**src/rtl/biquad_notch_mc_if.sv**
```systemverilog
// Sample-in / result-out handshake bundle for the multichannel notch biquad.
interface biquad_notch_mc_if #(
  parameter int WIDTH = 16,
  parameter int CHW   = 2
);
  logic                    s_valid;
  logic                    s_ready;
  logic        [CHW-1:0]   s_ch;
  logic signed [WIDTH-1:0] s_data;
  logic                    m_valid;
  logic                    m_ready;
  logic        [CHW-1:0]   m_ch;
  logic signed [WIDTH-1:0] m_data;
  logic                    m_sat;

  modport master (
    output s_valid, s_ch, s_data, m_ready,
    input  s_ready, m_valid, m_ch, m_data, m_sat
  );

  modport slave (
    input  s_valid, s_ch, s_data, m_ready,
    output s_ready, m_valid, m_ch, m_data, m_sat
  );
endinterface

```
**src/rtl/biquad_notch_mc.sv**
```systemverilog
// Time-multiplexed direct-form-I biquad: one shared multiplier, five MAC cycles per
// sample, per-channel coefficients and state, rounded and saturated output.
module biquad_notch_mc #(
  parameter int WIDTH  = 16,
  parameter int COEF_W = 16,
  parameter int FRAC   = 14,
  parameter int CH     = 4,
  localparam int CHW   = (CH > 1) ? $clog2(CH) : 1
) (
  input  logic                     clk,
  input  logic                     reset,
  biquad_notch_mc_if.slave         bus,
  input  logic                     coef_we,
  input  logic        [CHW-1:0]    coef_ch,
  input  logic        [2:0]        coef_sel,
  input  logic signed [COEF_W-1:0] coef_data,
  output logic                     busy
);
  localparam int          PW    = WIDTH + COEF_W;
  localparam int          AW    = WIDTH + COEF_W + 3;
  localparam int unsigned NSLOT = 1 << CHW;

  localparam logic [1:0] IDLE = 2'd0;
  localparam logic [1:0] MAC  = 2'd1;
  localparam logic [1:0] OUT  = 2'd2;

  localparam logic signed [COEF_W-1:0] B0_RST = COEF_W'(16384);
  localparam logic signed [COEF_W-1:0] B1_RST = COEF_W'(-26453);
  localparam logic signed [COEF_W-1:0] B2_RST = COEF_W'(16384);
  localparam logic signed [COEF_W-1:0] A1_RST = COEF_W'(-26453);
  localparam logic signed [COEF_W-1:0] A2_RST = COEF_W'(15400);

  localparam logic signed [AW-1:0]    ROUND = {{(AW-1){1'b0}}, 1'b1} << (FRAC - 1);
  localparam logic signed [AW-1:0]    YMAX  = {{(AW-WIDTH+1){1'b0}}, {(WIDTH-1){1'b1}}};
  localparam logic signed [AW-1:0]    YMIN  = {{(AW-WIDTH+1){1'b1}}, {(WIDTH-1){1'b0}}};
  localparam logic signed [WIDTH-1:0] OMAX  = {1'b0, {(WIDTH-1){1'b1}}};
  localparam logic signed [WIDTH-1:0] OMIN  = {1'b1, {(WIDTH-1){1'b0}}};

  logic        [1:0]        r_state;
  logic signed [COEF_W-1:0] r_b0 [NSLOT];
  logic signed [COEF_W-1:0] r_b1 [NSLOT];
  logic signed [COEF_W-1:0] r_b2 [NSLOT];
  logic signed [COEF_W-1:0] r_a1 [NSLOT];
  logic signed [COEF_W-1:0] r_a2 [NSLOT];
  logic                     r_byp[NSLOT];
  logic signed [WIDTH-1:0]  r_x1 [NSLOT];
  logic signed [WIDTH-1:0]  r_x2 [NSLOT];
  logic signed [WIDTH-1:0]  r_y1 [NSLOT];
  logic signed [WIDTH-1:0]  r_y2 [NSLOT];
  logic        [CHW-1:0]    r_ch;
  logic signed [WIDTH-1:0]  r_x;
  logic signed [AW-1:0]     r_acc;
  logic        [2:0]        r_cnt;
  logic                     r_mv;
  logic        [CHW-1:0]    r_mch;
  logic signed [WIDTH-1:0]  r_md;
  logic                     r_msat;

  logic signed [COEF_W-1:0] w_coef;
  logic signed [WIDTH-1:0]  w_opnd;
  logic signed [PW-1:0]     w_prod;
  logic signed [AW-1:0]     w_ext;
  logic signed [AW-1:0]     w_acc_next;
  logic signed [AW-1:0]     w_shf;
  logic signed [WIDTH-1:0]  w_y;
  logic                     w_sat;
  logic                     w_s_ok;
  logic                     w_c_ok;

  assign w_s_ok = 32'(bus.s_ch) < CH;
  assign w_c_ok = 32'(coef_ch) < CH;

  always_comb begin
    w_coef = r_b0[r_ch];
    w_opnd = r_x;
    case (r_cnt)
      3'd1: begin w_coef = r_b1[r_ch]; w_opnd = r_x1[r_ch]; end
      3'd2: begin w_coef = r_b2[r_ch]; w_opnd = r_x2[r_ch]; end
      3'd3: begin w_coef = r_a1[r_ch]; w_opnd = r_y1[r_ch]; end
      3'd4: begin w_coef = r_a2[r_ch]; w_opnd = r_y2[r_ch]; end
      default: ;
    endcase
  end

  // Both operands sign-extended to PW bits, so the truncated product is exact.
  assign w_prod     = {{WIDTH{w_coef[COEF_W-1]}}, w_coef} * {{COEF_W{w_opnd[WIDTH-1]}}, w_opnd};
  assign w_ext      = {{(AW-PW){w_prod[PW-1]}}, w_prod};
  assign w_acc_next = (r_cnt >= 3'd3) ? r_acc - w_ext : r_acc + w_ext;
  assign w_shf      = (w_acc_next + ROUND) >>> FRAC;

  always_comb begin
    w_y   = w_shf[WIDTH-1:0];
    w_sat = 1'b0;
    if (r_byp[r_ch]) begin
      w_y = r_x;
    end else if (w_shf > YMAX) begin
      w_y   = OMAX;
      w_sat = 1'b1;
    end else if (w_shf < YMIN) begin
      w_y   = OMIN;
      w_sat = 1'b1;
    end
  end

  always_ff @(posedge clk) begin
    if (reset) begin
      r_state <= IDLE;
      r_ch    <= '0;
      r_x     <= '0;
      r_acc   <= '0;
      r_cnt   <= '0;
      r_mv    <= 1'b0;
      r_mch   <= '0;
      r_md    <= '0;
      r_msat  <= 1'b0;
      for (int unsigned i = 0; i < NSLOT; i++) begin
        r_b0[i]  <= B0_RST;
        r_b1[i]  <= B1_RST;
        r_b2[i]  <= B2_RST;
        r_a1[i]  <= A1_RST;
        r_a2[i]  <= A2_RST;
        r_byp[i] <= 1'b0;
        r_x1[i]  <= '0;
        r_x2[i]  <= '0;
        r_y1[i]  <= '0;
        r_y2[i]  <= '0;
      end
    end else begin
      case (r_state)
        IDLE: begin
          // Writes land at this edge; a coincident sample reads them from MAC onward.
          if (coef_we && w_c_ok) begin
            case (coef_sel)
              3'd0: r_b0[coef_ch]  <= coef_data;
              3'd1: r_b1[coef_ch]  <= coef_data;
              3'd2: r_b2[coef_ch]  <= coef_data;
              3'd3: r_a1[coef_ch]  <= coef_data;
              3'd4: r_a2[coef_ch]  <= coef_data;
              3'd5: r_byp[coef_ch] <= coef_data[0];
              3'd6: begin
                r_x1[coef_ch] <= '0;
                r_x2[coef_ch] <= '0;
                r_y1[coef_ch] <= '0;
                r_y2[coef_ch] <= '0;
              end
              default: ;
            endcase
          end
          if (bus.s_valid && w_s_ok) begin
            r_ch    <= bus.s_ch;
            r_x     <= bus.s_data;
            r_acc   <= '0;
            r_cnt   <= '0;
            r_state <= MAC;
          end
        end
        MAC: begin
          r_acc <= w_acc_next;
          r_cnt <= r_cnt + 3'd1;
          if (r_cnt == 3'd4) begin
            r_x2[r_ch] <= r_x1[r_ch];
            r_x1[r_ch] <= r_x;
            r_y2[r_ch] <= r_y1[r_ch];
            r_y1[r_ch] <= w_y;
            r_md       <= w_y;
            r_msat     <= w_sat;
            r_mch      <= r_ch;
            r_mv       <= 1'b1;
            r_state    <= OUT;
          end
        end
        OUT: begin
          if (bus.m_ready) begin
            r_mv    <= 1'b0;
            r_state <= IDLE;
          end
        end
        default: r_state <= IDLE;
      endcase
    end
  end

  assign bus.s_ready = (r_state == IDLE);
  assign bus.m_valid = r_mv;
  assign bus.m_ch    = r_mch;
  assign bus.m_data  = r_md;
  assign bus.m_sat   = r_msat;
  assign busy        = (r_state != IDLE);
endmodule
```
**src/flat_wrapper.sv**
```systemverilog
// flat-port wrapper written by rule: the top's interface ports become plain ports
module biquad_notch_mc_flat 
#(
  parameter int WIDTH  = 16,
  parameter int COEF_W = 16,
  parameter int FRAC   = 14,
  parameter int CH     = 4,
  localparam int CHW   = (CH > 1) ? $clog2(CH) : 1
)
  (clk, reset, coef_we, coef_ch, coef_sel, coef_data, busy, bus_s_valid, bus_s_ch, bus_s_data, bus_m_ready, bus_s_ready, bus_m_valid, bus_m_ch, bus_m_data, bus_m_sat);
  biquad_notch_mc_if #(.WIDTH(WIDTH)) bus_i ();
  input  logic clk;
  input  logic reset;
  input  logic coef_we;
  input  logic        [CHW-1:0] coef_ch;
  input  logic        [2:0] coef_sel;
  input  logic signed [COEF_W-1:0] coef_data;
  output logic busy;
  input wire logic [$bits(bus_i.s_valid)-1:0] bus_s_valid;
  input wire logic [$bits(bus_i.s_ch)-1:0] bus_s_ch;
  input wire logic [$bits(bus_i.s_data)-1:0] bus_s_data;
  input wire logic [$bits(bus_i.m_ready)-1:0] bus_m_ready;
  output wire logic [$bits(bus_i.s_ready)-1:0] bus_s_ready;
  output wire logic [$bits(bus_i.m_valid)-1:0] bus_m_valid;
  output wire logic [$bits(bus_i.m_ch)-1:0] bus_m_ch;
  output wire logic [$bits(bus_i.m_data)-1:0] bus_m_data;
  output wire logic [$bits(bus_i.m_sat)-1:0] bus_m_sat;
  assign bus_i.s_valid = bus_s_valid;
  assign bus_i.s_ch = bus_s_ch;
  assign bus_i.s_data = bus_s_data;
  assign bus_i.m_ready = bus_m_ready;
  assign bus_s_ready = bus_i.s_ready;
  assign bus_m_valid = bus_i.m_valid;
  assign bus_m_ch = bus_i.m_ch;
  assign bus_m_data = bus_i.m_data;
  assign bus_m_sat = bus_i.m_sat;
  biquad_notch_mc #(.WIDTH(WIDTH), .COEF_W(COEF_W), .FRAC(FRAC), .CH(CH)) u_core (.clk(clk), .reset(reset), .bus(bus_i), .coef_we(coef_we), .coef_ch(coef_ch), .coef_sel(coef_sel), .coef_data(coef_data), .busy(busy));
endmodule
```
**config.mk**
```make
export PLATFORM = sky130hd
export DESIGN_NAME = biquad_notch_mc_flat
export DESIGN_NICKNAME = d
export VERILOG_FILES = /design/src/rtl/biquad_notch_mc_if.sv /design/src/rtl/biquad_notch_mc.sv /design/src/flat_wrapper.sv
export SDC_FILE = /design/constraint.sdc
export NUM_CORES = 2
export LEC_CHECK = 0
export CORE_UTILIZATION = 64
export DETAILED_ROUTE_END_ITERATION = 8
export PLACE_DENSITY = 0.81
export SYNTH_ARGS = -nofsm -noshare
export SYNTH_HDL_FRONTEND = slang
export SYNTH_SLANG_ARGS = --single-unit
export TNS_END_PERCENT = 30
```
**constraint.sdc**
```tcl
create_clock -name clk -period 14.9 [get_ports clk]
set_input_delay 2.98 -clock clk [delete_from_list [all_inputs] [get_ports clk]]
set_output_delay 2.98 -clock clk [all_outputs]
set_load 0.03 [all_outputs]
```
==> run summary <==
Die H -> 260 um
routed vias/inst -> 6.51
initial antenna violation count -> 1
main combinational cell family by area after synthesis -> adder cells
most frequent cells in the layout -> 580 x edfxtp_1, 424 x nor2_1, 389 x inv_1, 317 x nand2_1, 264 x fa_1
Clock Sinks -> 660
fillers -> 4296
final setup margin -> 600 ps
post-route ant nets -> 0
Die Footprint -> 67400 um2
Synth top area share -> 41.0%
Inserted Diodes -> 0
Longest Clk Path Bufs -> 3
status -> finished clean
WL final -> 116000 um
post-synthesis mux area share -> 7.74%
Yosys Warn Count -> 0
Pre-antenna DRT Iters -> 6
startpoint types -> register
Initial Util -> 64.6%
Hold Crit Endpoint -> u_core.bus.m_data[15]$_SDFFE_PP0P_
total grt overflow -> 0
Worst Setup End Kind -> register
H-Tree Depth -> 3
r2r setup slk -> 600 ps
Final Setup Violations -> 0
Critical Path RT -> 15250 ps
gpl congestion -> 0.955
WP buf/inv -> 4
Multi-input gate area -> 21200 um2
cell family with most CP delay -> compound AO/OA/AOI/OAI gates
critical path's slowest cell -> dfxtp_4
core region area -> 65700 um2
WL per Instance -> 24.6 um
worst slack at placement -> 547 ps
synthesized flop and latch total -> 660
reg2reg path depth -> 39
Layout area overhead -> 9.89%
Post-synth ARST share -> 0%
layout cells sized above 1 -> 11.8%
Synth Area in Simple Gates -> 15.6%
# Max-Cap Violations -> 0
Final Cycle Share -> 96.0%
hold depth -> 2
library cells used by synthesis -> 84
TritonCTS clock tree -> yes
Hold Path Origin -> u_core.bus.m_data[15]$_SDFFE_PP0P_
vias in the first global route -> 30612
Post-Synth Adder-Cell Area -> 16.0%
area leader, netlist -> edfxtp_1
commonest non-fill, non-tap cell in the layout -> edfxtp_1
DP HPWL -> 78900 um
Clock Skews -> 35.7 ps
Crit path largest cell delay -> 740 ps
synthesized-area fraction occupied by xor and xnor cells -> 2.02%
fin crit period -> 14300 ps
RSZ-0062 raised after global routing -> false
register area -> 19000 um2
placed instance count -> 4587
Nets -> 4228
Synth Flop Type -> edfxtp_1
CP Max Fanout -> 19
Synth Instances -> 3798
Worst slew margin -> 16.2%
final std cells w/o fill -> 4715
worst hold path class -> register to register
WS Path Type -> register to register
largest net degree at the start of global routing -> 65
Skew-Pair Late Insertion Delay -> 650 ps
Num CTS Buffers -> 69
overall routing resource usage -> 34.9%
cell row count -> 94
initial DRC count -> 3985
via count -> 30710
io pins -> 66
Avg Cell Area, Syn -> 11.2 um2
Final Hold Fails -> 0
DRC -> 0
Max Freq -> 0.0699 GHz
Root Driver -> clkbuf_16
Area contributors post-synth -> edfxtp_1 41%, fa_1 12%, mux4_2 7.7%
setup TNS -> 0 ps
Syn Nets -> 4228
synthesized area -> 42500 um2
Buffers on Ports -> 65
Post-synth EDFFs -> 580
complex-gate fraction of the synthesized area -> 8.04%
first-pass GRT wire length -> 178000 um
max-slew violation count -> 0
register area share after synthesis -> 44.8%
Reg-to-Reg End -> u_core.r_y1[1][13]$_SDFFCE_PN0P_
Worst Path Arrival -> 14650 ps
Clock transition at path regs -> 60 ps
DIE WIDTH -> 260 um
most used cell, CP -> fa_1
Worst Max-Slew Pin Slew -> 1260 ps
[flip-flops by register name, indices dropped and copies added, names as in the netlist, 64 cells and up, named ones only]
register,count
u_core.r_a1,64
u_core.r_a2,64
u_core.r_b0,64
u_core.r_b1,64
u_core.r_b2,64
u_core.r_x1,64
u_core.r_x2,64
u_core.r_y1,64
u_core.r_y2,64
[worst max path at each step]
stage,start,end,cells past startpoint
global route,register,u_core.r_y1[1][3]$_SDFFCE_PN0P_,41
CTS,register,u_core.r_y1[0][10]$_SDFFCE_PN0P_,45
finish,register,u_core.r_y1[1][13]$_SDFFCE_PN0P_,39
global placement,register,u_core.r_y1[1][13]$_SDFFCE_PN0P_,44
detailed placement,register,u_core.r_y1[2][5]$_SDFFCE_PN0P_,45
floorplan,register,u_core.r_y1[0][13]$_SDFFCE_PN0P_,46
[area by class of cell]
type                    count  area share, %
clock buffers              87           3.91
clock inverters            37           1.19
inverters                 394           3.17
multi-input cells        2495           45.3
flip-flops and latches    660           40.8
well taps                 864           2.32
repair buffers            178           3.31
[tightest hold or removal path: cells and delay by family (launching register included)]
family / cells / cell delay [ps]
flops: 1 / 310
simple gates: 2 / 100
[synth_stat cells (22+ instances only)]
cell      instances
edfxtp_1        580
nor2_1          427
inv_1           389
nand2_1         324
fa_1            264
clkbuf_1        207
and3_1          198
mux4_2          145
ha_1            122
a21oi_1         110
o21ai_0          91
or3_1            81
dfxtp_1          80
and2_1           73
nand3_1          68
xnor2_1          63
nand2b_1         54
a22oi_1          44
a21o_1           37
xor2_1           35
or2_2            33
buf_1            32
nor3_1           29
nor2b_1          28
a31oi_1          22
o31ai_1          22
[per-layer routing]
layer | wire, um | vias to the layer above | track usage [%]
met2 | 54000 | 2044 | 54.1
met4 | 4460 | 0 | 13.8
li1 | - | 13287 | -
met3 | 13800 | 318 | 7.26
met1 | 43700 | 15061 | 48.6
met5 | 0 | - | 0
[timing repair]
action	in CTS	in global routing
buffers inserted	0	4
endpoints found under the setup margin	0	80
hold buffers	0	0
resized for setup	0	4
[cell families (layout without fill, tap and decap cells)]
group,Yosys count,count (layout)
buffers and inverters,643,696
AND/OR/NAND/NOR,1368,1368
adder cells (fa/ha/maj),386,386
flip-flops,660,660
XOR/XNOR,98,98
AO/OA/AOI/OAI,496,496
multiplexers,147,147
[through the flow]
step | hold slack, ps | area [um2] | utilization [%]
detailed placement | 439 | 44200 | 67.3
CTS | 451 | 46600 | 70.9
global route | 479 | 46700 | 71.0
finish | 455 | 46700 | 71.0
global placement | 435 | 44200 | 67.3
floorplan | 446 | 42500 | -
Power is not shown: default switching activity piles up to over one toggle a cycle in this logic, so the estimate is an artifact.
